File: src/rtl/rv_decode_stage.sv
// rv_decode_stage: registered RISC-V RV32I/RV64I decode stage with a 2-entry skid buffer
//
// Splits each accepted instruction into fields, builds the format-correct sign-extended
// immediate and flags encodings that are not legal for the configured XLEN. Decode runs
// on the input side; the result is stored with the entry, so the output path is register-only.
//
// Parameters
//   XLEN         32 or 64 (anything else stops elaboration)
//   ID_WIDTH     width of the opaque tag carried with each instruction
//
// Ports
//   clk, rst           clock, synchronous active-high reset
//   flush              drop every buffered entry (and the one offered this cycle)
//   in_valid/in_ready  fetch handshake; in_ready comes straight from a flop
//   in_inst/pc/id      raw instruction, its address and tag
//   out_valid/ready    issue handshake
//   out_pc/out_id      passthrough of the accepted address and tag
//   out_opcode/rd/rs1/rs2/funct3/funct7/funct12  instruction fields
//   out_imm            sign-extended immediate
//   out_illegal        encoding not legal for XLEN (entry still flows through)
//
// Optional feature, macro RV_DECODE_PERF_EN
//   perf_decoded/perf_illegal  32-bit wrapping counters of output transfers
//   (illegal transfers bump both); cleared by rst only, not by flush.
module rv_decode_stage #(
    parameter int XLEN     = 32,
    parameter int ID_WIDTH = 4
) (
    input  logic                clk,
    input  logic                rst,
    input  logic                flush,
    input  logic                in_valid,
    output logic                in_ready,
    input  logic [31:0]         in_inst,
    input  logic [XLEN-1:0]     in_pc,
    input  logic [ID_WIDTH-1:0] in_id,
    output logic                out_valid,
    input  logic                out_ready,
    output logic [XLEN-1:0]     out_pc,
    output logic [ID_WIDTH-1:0] out_id,
    output logic [6:0]          out_opcode,
    output logic [4:0]          out_rd,
    output logic [4:0]          out_rs1,
    output logic [4:0]          out_rs2,
    output logic [2:0]          out_funct3,
    output logic [6:0]          out_funct7,
    output logic [11:0]         out_funct12,
    output logic [XLEN-1:0]     out_imm,
    output logic                out_illegal
`ifdef RV_DECODE_PERF_EN
    ,
    output logic [31:0]         perf_decoded,
    output logic [31:0]         perf_illegal
`endif
);
    if (XLEN != 32 && XLEN != 64) begin : g_xlen_chk
        $error("rv_decode_stage: XLEN must be 32 or 64");
    end

    localparam bit IS64 = (XLEN == 64);
    // entry layout, LSB first: inst, pc, id, imm, illegal
    localparam int EW = 32 + XLEN + ID_WIDTH + XLEN + 1;

    typedef enum logic [1:0] {S_EMPTY, S_ONE, S_TWO} state_t;

    state_t          r_state, w_next;
    logic            r_in_ready;
    logic [EW-1:0]   r_main, r_skid, w_in_ent;
    logic            w_acc, w_pop;
    logic [6:0]      w_op, w_f7, w_up;
    logic [2:0]      w_f3;
    logic [11:0]     w_f12;
    logic            w_s, w_legal_op, w_op_bad, w_w3_bad, w_illegal;
    logic [XLEN-1:0] w_imm;

    // shift-immediate rule: SLLI needs zero upper bits, SRLI/SRAI allow 0 or 0x20
    function automatic logic f_shift_bad(input logic [6:0] up, input logic [2:0] f3);
        return (f3 == 3'd1 && up != 7'h00) || (f3 == 3'd5 && up != 7'h00 && up != 7'h20);
    endfunction

    assign w_op  = in_inst[6:0];
    assign w_f3  = in_inst[14:12];
    assign w_f7  = in_inst[31:25];
    assign w_f12 = in_inst[31:20];
    assign w_s   = in_inst[31];
    // RV64 shamt is 6 bits, so only inst[31:26] are the "funct" bits; realign them to funct7
    assign w_up  = IS64 ? {in_inst[31:26], 1'b0} : in_inst[31:25];

    always_comb begin
        w_legal_op = 1'b0;
        case (w_op)
            7'h33, 7'h13, 7'h03, 7'h23, 7'h37, 7'h17,
            7'h6F, 7'h67, 7'h63, 7'h73, 7'h0F: w_legal_op = 1'b1;
            7'h1B, 7'h3B:                      w_legal_op = IS64;
            default:                           w_legal_op = 1'b0;
        endcase
    end

    assign w_op_bad = (w_f7 != 7'h00 && w_f7 != 7'h20) ||
                      (w_f7 == 7'h20 && w_f3 != 3'd0 && w_f3 != 3'd5);
    assign w_w3_bad = !(w_f3 == 3'd0 || w_f3 == 3'd1 || w_f3 == 3'd5);

    assign w_illegal = (in_inst[1:0] != 2'b11) || !w_legal_op
        || (w_op == 7'h67 && w_f3 != 3'd0)
        || (w_op == 7'h63 && (w_f3 == 3'd2 || w_f3 == 3'd3))
        || (w_op == 7'h03 && (IS64 ? w_f3 == 3'd7 : (w_f3 == 3'd3 || w_f3 == 3'd6 || w_f3 == 3'd7)))
        || (w_op == 7'h23 && w_f3 > (IS64 ? 3'd3 : 3'd2))
        || (w_op == 7'h33 && w_op_bad)
        || (w_op == 7'h13 && f_shift_bad(w_up, w_f3))
        || (w_op == 7'h1B && (w_w3_bad || f_shift_bad(w_f7, w_f3)))
        || (w_op == 7'h3B && (w_w3_bad || w_op_bad))
        || (w_op == 7'h73 && (w_f3 == 3'd4 || (w_f3 == 3'd0 && w_f12 > 12'd1)));

    // U-type sign bits come from inst[31], so replicating it over XLEN-31 bits is identical
    assign w_imm = (w_op == 7'h23) ? {{(XLEN-12){w_s}}, in_inst[31:25], in_inst[11:7]} :
                   (w_op == 7'h37 || w_op == 7'h17) ? {{(XLEN-31){w_s}}, in_inst[30:12], 12'b0} :
                   (w_op == 7'h6F) ? {{(XLEN-20){w_s}}, in_inst[19:12], in_inst[20], in_inst[30:21], 1'b0} :
                   (w_op == 7'h63) ? {{(XLEN-12){w_s}}, in_inst[7], in_inst[30:25], in_inst[11:8], 1'b0} :
                   {{(XLEN-12){w_s}}, in_inst[31:20]};

    assign w_in_ent = {w_illegal, w_imm, in_id, in_pc, in_inst};
    assign w_acc    = in_valid && r_in_ready;
    assign w_pop    = out_valid && out_ready;

    always_ff @(posedge clk) begin
        if (rst) begin
            r_state    <= S_EMPTY;
            r_in_ready <= 1'b1;
        end else begin
            r_state    <= w_next;
            r_in_ready <= (w_next != S_TWO);
        end
    end

    always_comb begin
        w_next = flush ? S_EMPTY :
                 (r_state == S_EMPTY) ? (w_acc ? S_ONE : S_EMPTY) :
                 (r_state == S_ONE)   ? ((w_acc && !w_pop) ? S_TWO : (w_pop && !w_acc) ? S_EMPTY : S_ONE) :
                 (w_pop ? S_ONE : S_TWO);
    end

    always_comb begin
        out_valid = (r_state != S_EMPTY);
        in_ready  = r_in_ready;
    end

    // main feeds the output; skid only fills when main is held and a new entry arrives
    always_ff @(posedge clk) begin
        if (rst) begin
            r_main <= '0;
            r_skid <= '0;
        end else if (!flush) begin
            if (w_acc && (r_state == S_EMPTY || w_pop))
                r_main <= w_in_ent;
            else if (r_state == S_TWO && w_pop)
                r_main <= r_skid;
            if (r_state == S_ONE && w_acc && !w_pop)
                r_skid <= w_in_ent;
        end
    end

    assign out_opcode  = r_main[6:0];
    assign out_rd      = r_main[11:7];
    assign out_funct3  = r_main[14:12];
    assign out_rs1     = r_main[19:15];
    assign out_rs2     = r_main[24:20];
    assign out_funct7  = r_main[31:25];
    assign out_funct12 = r_main[31:20];
    assign out_pc      = r_main[32 +: XLEN];
    assign out_id      = r_main[32+XLEN +: ID_WIDTH];
    assign out_imm     = r_main[32+XLEN+ID_WIDTH +: XLEN];
    assign out_illegal = r_main[EW-1];

`ifdef RV_DECODE_PERF_EN
    always_ff @(posedge clk) begin
        if (rst) begin
            perf_decoded <= '0;
            perf_illegal <= '0;
        end else if (w_pop) begin
            perf_decoded <= perf_decoded + 32'd1;
            if (out_illegal)
                perf_illegal <= perf_illegal + 32'd1;
        end
    end
`endif
endmodule

File: config.mk
export PLATFORM = sky130hd
export DESIGN_NAME = rv_decode_stage
export DESIGN_NICKNAME = d
export VERILOG_FILES = /design/src/rtl/rv_decode_stage.sv
export SDC_FILE = /design/constraint.sdc
export NUM_CORES = 1
export LEC_CHECK = 0
export CAP_MARGIN = 10
export CORE_MARGIN = 2
export CORE_UTILIZATION = 51
export DETAILED_ROUTE_END_ITERATION = 12
export GPL_TIMING_DRIVEN = 0
export MAX_ROUTING_LAYER = met4
export PLACE_DENSITY = 0.8
export SLEW_MARGIN = 20
export SYNTH_ARGS = -nofsm -noshare
export SYNTH_HDL_FRONTEND = slang
export SYNTH_SLANG_ARGS = --single-unit
File: constraint.sdc
create_clock -name clk -period 2.6 [get_ports clk]
set_clock_uncertainty 0.15 [all_clocks]
set_input_delay 0.65 -clock clk [delete_from_list [all_inputs] [get_ports clk]]
set_output_delay 0.65 -clock clk [all_outputs]
set_load 0.05 [all_outputs]
==> results.ini <==
[critical_path]
crit_path_start = r_main[22]
end_kind = output pin
crit_arrival_ns = 1.76
rr_worst_depth = 6
crit_fanout = 3
r2r_start = in_ready
crit_end = out_rs2[2]
r2r-end = r_skid[87]
critPathLaunchType = flip-flop
worstSetupPathType = flip-flop to output pin
ff2ff_setup_slack_ns = 0.33
required_ns = 1.80

[min_path]
hp-class = flip-flop to flip-flop

[pwr]
power.leakage_nw = 4.04
max-vdd-ir-drop_uv = 521
power_w = 0.00744
power_per_cell_area_nw_per_um2 = 653

[cts]
clk_pin_slew_ns = 0.06
cts_made_buffers = 21
cts_tree = yes
ctsRootBufferMaster = clkbuf_16
clk_latency_ns = 0.50
clock-sinks = 203
cts_hold_buf = 0
cts_max_level = 1
cts_buffer_depth = 3

[synth]
ys_top_cells_by_area = dfxtp_1 48%, nand2_1 11%, a21oi_1 11%, o221ai_1 8.1%, clkbuf_1 2.5%
synth_top_area_share_pct = 47.5
synth-edff-count = 0
synth_top_cell_by_area = dfxtp_1
synthCells = 1031
yosysWarnings = 0
synth_fp_nets = 1105
ys_seq_area_share_pct = 47.5
synth-seq-cells = 203
synth_area_sq_um = 8550
syn_avg_cell_area_sq_um = 8.29
yosysUniqueCellTypes = 57
ys.flop_type = dfxtp_1
synth-async-reset-ratio_pct = 0

[flow_run]
cap_violations = 0

[timing]
timing.final.crit_share_pct = 98.3
setup_tns_ns = 0
report.final.slew_viol_count = 0
setup_violations = 0
tightest_slew_ns = 0.781
fin_crit_ns = 2.56
hold_violations = 0
fmax_mhz = 391
slew_headroom_pct = 47.9
hold-worst-slack_ns = 0.299
rsz0062_at_grt = yes

[detailed_routing]
drt_iter0_markers = 885
drt-pass1-iter-count = 5
drc = 0
routedWlPerCell_um = 18.2
ant_nets = 0
via_per_inst = 5.79
via_count = 8521
wirelength_um = 26800

[place]
io_buffers = 185
place_area_sq_um = 10700
placedCellCount = 1436
place_congestion = 0.940
post-dp-hpwl_um = 18700

[finish]
fill_cells = 1387
insertedDiodeCount = 0
drive_above_1_share_pct = 9.50
area_delta_synth_final_pct = 33.2
final_cell_area_sq_um = 11400
finalNonFillerCells = 1472
nets = 1314

[grt]
grt-ovfl-total = 0
grt_max_degree = 14
grt_usage_pct = 30.2
antenna_found_initial = 0
grt_pass1_wl_um = 42300
first_global_vias = 7995

[floorplanning]
start_util_pct = 51.9
core_sq_um = 16500
die_w_um = 133
top_level_ports = 188
die_y_um = 133
die_area_sq_um = 17800
num_rows = 47

[outcome]
status = complete, no violations

[worst max-delay path: stages (launching register included)]
cell and delay (ns):
dfxtp_1 0.36, buf_4 0.12, clkdlybuf4s50_1 0.78
[per-layer routing]
layer	wire length, um	vias to the layer above	track usage, %
li1	-	4068	-
met1	11700	4020	40.8
met2	12200	378	46.2
met3	2190	55	5.33
met4	671	0	9.46
met5	0	-	-
[metrics by stage]
| step | setup WS (ns) | utilization, % |
|---|---|---|
| after floorplan | 0.438 | - |
| after global placement | -0.694 | 64.9 |
| after detailed placement | -0.659 | 64.9 |
| after CTS | 0.00338 | 68.9 |
| after global routing | -0.00832 | 69.2 |
| final | 0.0437 | 69.2 |
[cells by family after synthesis]
logic type                 count (synthesis)  share of synthesized area (%)
and+or+nand+nor                          368                           18.4
AOI/OAI and AO/OA                        337                           26.8
DFF                                      203                           47.5
buffers and inverters                    119                           6.70
xor gates and xnor gates                   2                          0.205
muxes                                      1                          0.176
adders and majority gates                  1                          0.146
[cell usage in the layout (no fill, tap or decap), drive strengths merged, types with 2 or more instances in the layout]
cell / netlist / routed
o221ai: 79 / 79
buf: 55 / 56
dfxtp: 203 / 203
a22o: 4 / 4
nor2: 54 / 54
nor4b: 2 / 2
a211o: 14 / 14
inv: 7 / 8
or4: 3 / 3
nor4: 2 / 2
nand2: 258 / 258
nor3: 18 / 18
clkdlybuf4s50: 0 / 172
a32o: 2 / 2
clkbuf: 57 / 85
clkinv: 0 / 5
nand2b: 2 / 2
dlygate4sd2: 0 / 5
o311a: 2 / 2
a211oi: 25 / 25
o41ai: 7 / 7
o21ai: 5 / 5
dlymetal6s2s: 0 / 8
a311oi: 2 / 2
nand3b: 10 / 10
and2: 8 / 8
xor2: 2 / 2
and3b: 2 / 2
a21oi: 186 / 186
nor2b: 3 / 3
a21o: 2 / 2
[synthesized netlist by cell type (all sizes together), types with 2 or more instances]
cell / count
a211o: 14
a211oi: 25
a21o: 2
a21oi: 186
a22o: 4
a311oi: 2
a32o: 2
and2: 8
and3b: 2
buf: 55
clkbuf: 57
dfxtp: 203
inv: 7
nand2: 258
nand2b: 2
nand3b: 10
nor2: 54
nor2b: 3
nor3: 18
nor4: 2
nor4b: 2
o21ai: 5
o221ai: 79
o311a: 2
o41ai: 7
or4: 3
xor2: 2
[worst min-delay path by stage]
stage	from	end	slack (ns)	cells after the start
2_1_floorplan	r_skid[0]	r_skid[0]	0.29	2
3_3_place_gp	r_main[67]	r_main[67]	0.29	2
3_5_place_dp	r_main[74]	r_main[74]	0.29	2
4_1_cts	r_main[74]	r_main[74]	0.30	2
5_1_grt	r_main[40]	r_main[40]	0.32	2
6_report	r_main[62]	r_main[62]	0.30	2
[state kept, by name, summed over array words and instances, names as in the netlist]
signal and flops:
r_main 100, in_ready 1, r_state 2, r_skid 100
[power by group]
group	internal [W]	switching [W]	leakage [nW]
Combinational	0.000424	0.000811	2.06
Clock	0.00172	0.00122	0.335
Sequential	0.00321	0.0000566	1.65
Total	0.00535	0.00209	4.04
[area by class of cell]
class / count / area [sq um] / area share [%]
tap: 220 / 275 / 2.42
clock buffer: 28 / 602 / 5.28
timing repair buffer: 187 / 1880 / 16.5
multi-input combinational: 709 / 3930 / 34.5
inverter: 7 / 26.3 / 0.231
sequential: 203 / 4060 / 35.7
clock inverter: 7 / 63.8 / 0.560
buffer: 111 / 554 / 4.87
[timing repair]
item                       4_1_cts  5_1_grt
pin swaps                        0        1
gates resized for setup          9       19
setup buffers                    0        2
setup endpoints to repair       74       89
No activity file was read; power rests on OpenSTA's default activity.
